### config.mk
export PLATFORM = sky130hd
export DESIGN_NAME = ifetch_ctrl
export DESIGN_NICKNAME = d
export VERILOG_FILES = /design/src/rtl/ifetch_pkg.sv /design/src/rtl/ifetch_fq.sv /design/src/rtl/ifetch_ctrl.sv
export SDC_FILE = /design/constraint.sdc
export NUM_CORES = 1
export LEC_CHECK = 0
export ABC_AREA = 1
export CORE_AREA = 2 2 126 128
export DETAILED_ROUTE_END_ITERATION = 6
export DIE_AREA = 0 0 128 130
export DONT_BUFFER_PORTS = 1
export MAX_ROUTING_LAYER = met4
export PLACE_DENSITY = 0.9
export SKIP_CTS_REPAIR_TIMING = 1
export SYNTH_ARGS = -nofsm -noshare
export SYNTH_HDL_FRONTEND = slang
export SYNTH_HIERARCHICAL = 1
export SYNTH_SLANG_ARGS = --single-unit
### constraint.sdc
create_clock -name clk -period 5 [get_ports clk]
set_input_delay 1.5 -clock clk [delete_from_list [all_inputs] [get_ports clk]]
set_output_delay 1.5 -clock clk [all_outputs]
set_load 0.005 [all_outputs]
### src/rtl/ifetch_pkg.sv
// Shared definitions for the instruction-fetch controller: FSM encoding,
// fetch-queue entry layout and boot constants.
package ifetch_pkg;

    typedef enum logic {
        ST_LOAD  = 1'b0,
        ST_FETCH = 1'b1
    } state_t;

    localparam logic [31:0] RESET_PC_DEF = 32'h0000_0000;
    localparam logic [31:0] NOP          = 32'h0000_0013;

    typedef struct packed {
        logic [31:0] pc;
        logic [31:0] instr;
    } fq_entry_t;

    function automatic logic [31:0] word_align(input logic [31:0] addr);
        return addr & 32'hFFFF_FFFC;
    endfunction

endpackage

### src/rtl/ifetch_fq.sv
// Synchronous fetch queue: power-of-two depth, clear beats push/pop,
// push into a full queue is accepted only together with a pop.
module ifetch_fq #(
    parameter int DEPTH = 2,
    parameter int W     = 64
) (
    input  logic                   clk_i,
    input  logic                   rst_ni,
    input  logic                   push_i,
    input  logic                   pop_i,
    input  logic                   clr_i,
    input  logic [W-1:0]           din_i,
    output logic [W-1:0]           dout_o,
    output logic                   full_o,
    output logic                   empty_o,
    output logic [$clog2(DEPTH):0] count_o
);

    localparam int AW = $clog2(DEPTH);
    localparam logic [AW:0] DEPTH_C = (AW + 1)'(DEPTH);

    logic [W-1:0]  mem_q [DEPTH];
    logic [AW-1:0] rd_q;
    logic [AW-1:0] wr_q;
    logic [AW:0]   cnt_q;
    logic          do_push;
    logic          do_pop;

    assign full_o  = (cnt_q == DEPTH_C);
    assign empty_o = (cnt_q == '0);
    assign count_o = cnt_q;
    assign dout_o  = mem_q[rd_q];

    assign do_push = push_i && (!full_o || pop_i);
    assign do_pop  = pop_i && !empty_o;

    always_ff @(posedge clk_i or negedge rst_ni) begin
        if (!rst_ni) begin
            rd_q  <= '0;
            wr_q  <= '0;
            cnt_q <= '0;
        end else if (clr_i) begin
            rd_q  <= '0;
            wr_q  <= '0;
            cnt_q <= '0;
        end else begin
            if (do_push) wr_q <= wr_q + 1'b1;
            if (do_pop)  rd_q <= rd_q + 1'b1;
            cnt_q <= cnt_q + (AW + 1)'(do_push) - (AW + 1)'(do_pop);
        end
    end

    // Storage carries no reset; consumers qualify it with empty_o.
    always_ff @(posedge clk_i) begin
        if (do_push && !clr_i) mem_q[wr_q] <= din_i;
    end

endmodule

### src/rtl/ifetch_ctrl.sv
// IF-stage sequencer: boot-loader/fetch arbitration of imem, fetch address
// generation, read-latency absorption via ifetch_fq, redirects and ID stalls.
module ifetch_ctrl
    import ifetch_pkg::*;
#(
    parameter logic [31:0] RESET_PC = RESET_PC_DEF,
    parameter int          FQ_DEPTH = 2,
    parameter int          IMEM_AW  = 10
) (
    input  logic        clk,
    input  logic        reset,
    input  logic        boot_en,
    input  logic        ld_valid,
    input  logic [31:0] ld_addr,
    input  logic [31:0] ld_data,
    output logic        ld_ready,
    input  logic        redir_valid,
    input  logic [31:0] redir_pc,
    input  logic        id_ready,
    output logic        if_valid,
    output logic [31:0] if_pc,
    output logic [31:0] if_instr,
    output logic [31:0] imem_addr,
    output logic        imem_we,
    output logic [31:0] imem_wdata,
    input  logic [31:0] imem_rdata
);

    localparam int CW = $clog2(FQ_DEPTH) + 1;
    localparam logic [CW-1:0] DEPTH_C = CW'(FQ_DEPTH);

    if (FQ_DEPTH < 2 || (FQ_DEPTH & (FQ_DEPTH - 1)) != 0 || IMEM_AW < 1 || IMEM_AW > 30) begin : g_param_check
        $error("ifetch_ctrl: FQ_DEPTH must be a power of two >= 2 and IMEM_AW in 1..30");
    end

    state_t      state_q;
    logic [31:0] fpc_q;
    logic [31:0] fpc_d;
    logic [31:0] ipc_q;
    logic        inflight_q;

    logic          fetch;
    logic          flush;
    logic          pop;
    logic          push;
    logic          issue;
    logic          room;
    logic [CW-1:0] occ;
    logic          fq_full;
    logic          fq_empty;
    logic [CW-1:0] fq_count;
    fq_entry_t     push_ent;
    fq_entry_t     head_ent;

    assign fetch = (state_q == ST_FETCH);
    // Leaving for the loader or redirecting both discard everything queued or in flight.
    assign flush = fetch && (boot_en || redir_valid);
    assign pop   = !fq_empty && id_ready && !flush;
    assign push  = fetch && inflight_q && !flush && (!fq_full || pop);

    // A same-cycle pop frees a slot, which keeps one instruction per cycle flowing.
    assign occ   = fq_count + CW'(inflight_q);
    assign room  = occ < (DEPTH_C + CW'(pop));
    assign issue = fetch && !flush && room;
    assign fpc_d = fpc_q + 32'd4;

    assign push_ent = '{pc: ipc_q, instr: imem_rdata};

    ifetch_fq #(
        .DEPTH (FQ_DEPTH),
        .W     (64)
    ) u_fq (
        .clk_i   (clk),
        .rst_ni  (reset),
        .push_i  (push),
        .pop_i   (pop),
        .clr_i   (flush),
        .din_i   (push_ent),
        .dout_o  (head_ent),
        .full_o  (fq_full),
        .empty_o (fq_empty),
        .count_o (fq_count)
    );

    always_ff @(posedge clk or negedge reset) begin
        if (!reset) begin
            state_q    <= ST_LOAD;
            fpc_q      <= RESET_PC;
            ipc_q      <= '0;
            inflight_q <= 1'b0;
        end else begin
            unique case (state_q)
                ST_LOAD: begin
                    if (!boot_en) state_q <= ST_FETCH;
                end
                ST_FETCH: begin
                    if (boot_en) begin
                        state_q    <= ST_LOAD;
                        fpc_q      <= RESET_PC;
                        inflight_q <= 1'b0;
                    end else if (redir_valid) begin
                        fpc_q      <= word_align(redir_pc);
                        inflight_q <= 1'b0;
                    end else begin
                        inflight_q <= issue;
                        if (issue) begin
                            ipc_q <= fpc_q;
                            fpc_q <= fpc_d;
                        end
                    end
                end
                default: state_q <= ST_LOAD;
            endcase
        end
    end

    // Every output is forced low while reset is held, independent of the clock.
    always_comb begin
        ld_ready   = 1'b0;
        imem_we    = 1'b0;
        imem_addr  = '0;
        imem_wdata = '0;
        if_valid   = 1'b0;
        if_pc      = '0;
        if_instr   = '0;
        if (reset) begin
            if (state_q == ST_LOAD) begin
                ld_ready   = ld_valid;
                imem_we    = ld_valid;
                imem_addr  = ld_addr;
                imem_wdata = ld_data;
            end else begin
                imem_addr  = fpc_q;
            end
            if (!fq_empty) begin
                if_valid = 1'b1;
                if_pc    = head_ent.pc;
                if_instr = head_ent.instr;
            end
        end
    end

endmodule

==> flow_summary.toml <==
[run_status]
status = "finished, final reports clean"

[logic_synthesis]
yosys_warnings = 6
ys.flop_type = "edfxtp_1"
synth.distinct_cells = 31
synth_top_family_by_area = "simple AND/OR/NAND/NOR gates"
ys_ff_latch = 194
synth-compound-area-share_pct = 6.85
synth_area_leaders = "edfxtp_1, nand2_1, dfrtp_1"
yosysTopAreaCell = "edfxtp_1"
synth_edf_count = 128
async_flop_share_pct = 34.0
synth_fa_ha_area_share_pct = 0.519
synth.top_cell.area_share_pct = 39.9
ys_seq_area_share_pct = 57.0
synthXorXnorAreaFrac_pct = 0.545
syn_avg_cell_area_sq_um = 8.12
synthSimpleGateAreaFrac_pct = 28.0
synth.area.mux_share_pct = 0.104
syn_inst = 1187
syn_area_sq_um = 9640

[run]
drv_cap = 0

[placement]
hpwl_um = 15400
dp.cells = 1331
place_ws_ps = 1190
dpl_cell_area_sq_um = 9700
place_congestion = 0.932
numPortBuffers = 0

[layout]
syn_to_final_growth_pct = 6.58
post-route-util_pct = 66.6
diodes = 0
n_fill_cell = 1213
finalInstanceArea_sq_um = 10300
nNetsFinal = 1296
instances_no_fill = 1363
layout_common_cells = "nand2_1, nor2_1, edfxtp_1"
mostFrequentLayoutCell = "nand2_1"
final_layout_size_suffix_gt1_share_pct = 4.44

[grt]
antenna_found_initial = 0
grt_max_degree = 97
grt_pass1_vias = 6495
track_usage_pct = 27.1
grt-ovfl-total = 0
grt_pass1_wl_um = 33700

[timing]
holdWs_ps = 469
hold_violations = 0
worst_pin_slew_ps = 1140
rsz0062_at_grt = "no"
slew_viol_final = 0
fin_setup_tns_ps = 0
period_share_pct = 78.4
maxSlewHeadroom_pct = 23.9
finalCriticalPeriod_ps = 3920
setup_viol_count_final = 0
layout_setup_ws_ps = 1080
max_clock_freq_mhz = 255
clock_skew_ps = 8.03

[drt]
route.detailed.drc = 0
vias = 7432
wirelength_um = 22100
drt.antenna.violating_nets = 0
initialDrtViolationCount = 594
detail_route.wl_per_cell_um = 16.2
drt-pass1-iter-count = 5
routed_via_density = 5.45

[floorplanning]
dieArea_sq_um = 16600
coreArea_sq_um = 15400
die_w_um = 128
placement_rows = 46
die_h_um = 130
start_util_pct = 62.5
ioPinCount = 265

[setup_path]
startpoint_type = "register"
cp_data_required_time_ps = 3500
cp.arrival_ps = 2420
cpPeakStageDelay_ps = 790
cpLargestDelayFamily = "buffers and inverters"
path_cells = "inv_1 -> nand2_1 -> inv_1 -> inv_2 -> nand2_1 -> nor2_1"
cp-end-kind = "primary output"
cp_num_buf_inv = 3
crit_fanout = 64
slowest_stage = "inv_2"
worstSetupPathType = "register to primary output"

[power_and_ir_drop]
power_density_nw_per_um2 = 340
p_total_mw = 3.50
p_leak_nw = 4.38
ir_worst_vdd_v = 0.000229

[clock_network]
htree_levels = 4
cts-buffers-inserted = 17
clock_tree.root_cell = "clkbuf_16"
clockBufferDepth = 2
cts_tree = "built"
cts_sinks = 194
clk_pin_slew_ps = 70
clkLatencyLatePin_ps = 430

[worst_hold_path]
hold_class = "register to register"
-- worst register-to-register path, cell delays in order, from the launching register on --
cell     delay, ps
dfrtp_1        410
inv_1           90
nand2_1        100
inv_1          140
nor2_1         230
inv_1          100
nor2_1         240
inv_1           80
nand3_1        120
nand2_1        140
nor2_4         550
buf_4          440
-- layer usage --
| metal | share of wire [%] | vias up | global-route usage [%] | routed length [um] |
|---|---|---|---|---|
| met3 | 7.7 | 29 | 6.19 | 1710 |
| met1 | 44 | 3426 | 37.1 | 9820 |
| met2 | 46 | 291 | 41.0 | 10100 |
| met5 | 0 | - | - | 0 |
| li1 | - | 3686 | - | - |
| met4 | 2.0 | 0 | 8.66 | 450 |
-- area by class of cell --
type                            count  area, sq um  area share, %
Sequential cell                   194         5500           53.5
Multi-Input combinational cell    833         3500           34.0
Tap cell                          192          240           2.34
Inverter                          105          394           3.83
Timing Repair Buffer                7         65.1          0.633
Clock inverter                     14          154           1.50
Clock buffer                       18          429           4.18
-- path summary, 6_finish.rpt --
check                                          to            start  slack (ps)  cells past startpoint
worst max-delay path                    if_pc[18]  u_fq/count_o[1]        1080                      6
worst min-delay path            u_fq/mem_q[1][53]        ipc_q[21]         470                      0
worst max register to register   u_fq/mem_q[1][6]  u_fq/count_o[1]        2020                     11
worst min register to register  u_fq/mem_q[1][53]        ipc_q[21]         470                      0
max in group asynchronous                   fetch            reset        4090                      0
min in group asynchronous               fpc_q[25]            reset         760                      0
-- synthesized netlist by cell type, types with 2 or more instances --
cell / n
edfxtp_1: 128
a211oi_1: 2
ha_1: 4
o22ai_1: 4
nand2_1: 462
buf_2: 10
buf_1: 7
xor2_1: 6
nor2_1: 178
inv_1: 102
o21bai_1: 2
nand3_1: 44
and2_1: 2
a21oi_1: 30
nand2_4: 3
o21ai_1: 2
nand4_1: 2
clkbuf_1: 30
inv_2: 3
o21ai_0: 81
dfrtp_1: 66
buf_4: 10
-- registers in the layout, summed over array words and instances (netlist names) --
name / count
fetch: 1
fpc_q: 30
inflight_q: 1
ipc_q: 30
u_fq/count_o: 2
u_fq/mem_q: 128
u_fq/rd_q: 1
u_fq/wr_q: 1
-- logic make-up (layout without fill, tap and decap cells) --
family                   count (synthesis)  after routing
AO/OA/AOI/OAI                          124            124
adder cells (fa/ha/maj)                  4              4
XOR/XNOR                                 6              6
multiplexers                             1              1
flip-flops                             194            194
AND/OR/NAND/NOR                        694            694
buffers and inverters                  163            144
other                                    1              4
-- where the power goes --
part / switching (mW) / internal [mW] / total [mW] / leakage, nW
clock network: 0.596 / 0.747 / 1.34 / 0.291
registers: 0.0761 / 1.81 / 1.88 / 2.04
logic: 0.188 / 0.0808 / 0.269 / 2.05
No activity file was read; power rests on OpenSTA's default activity.
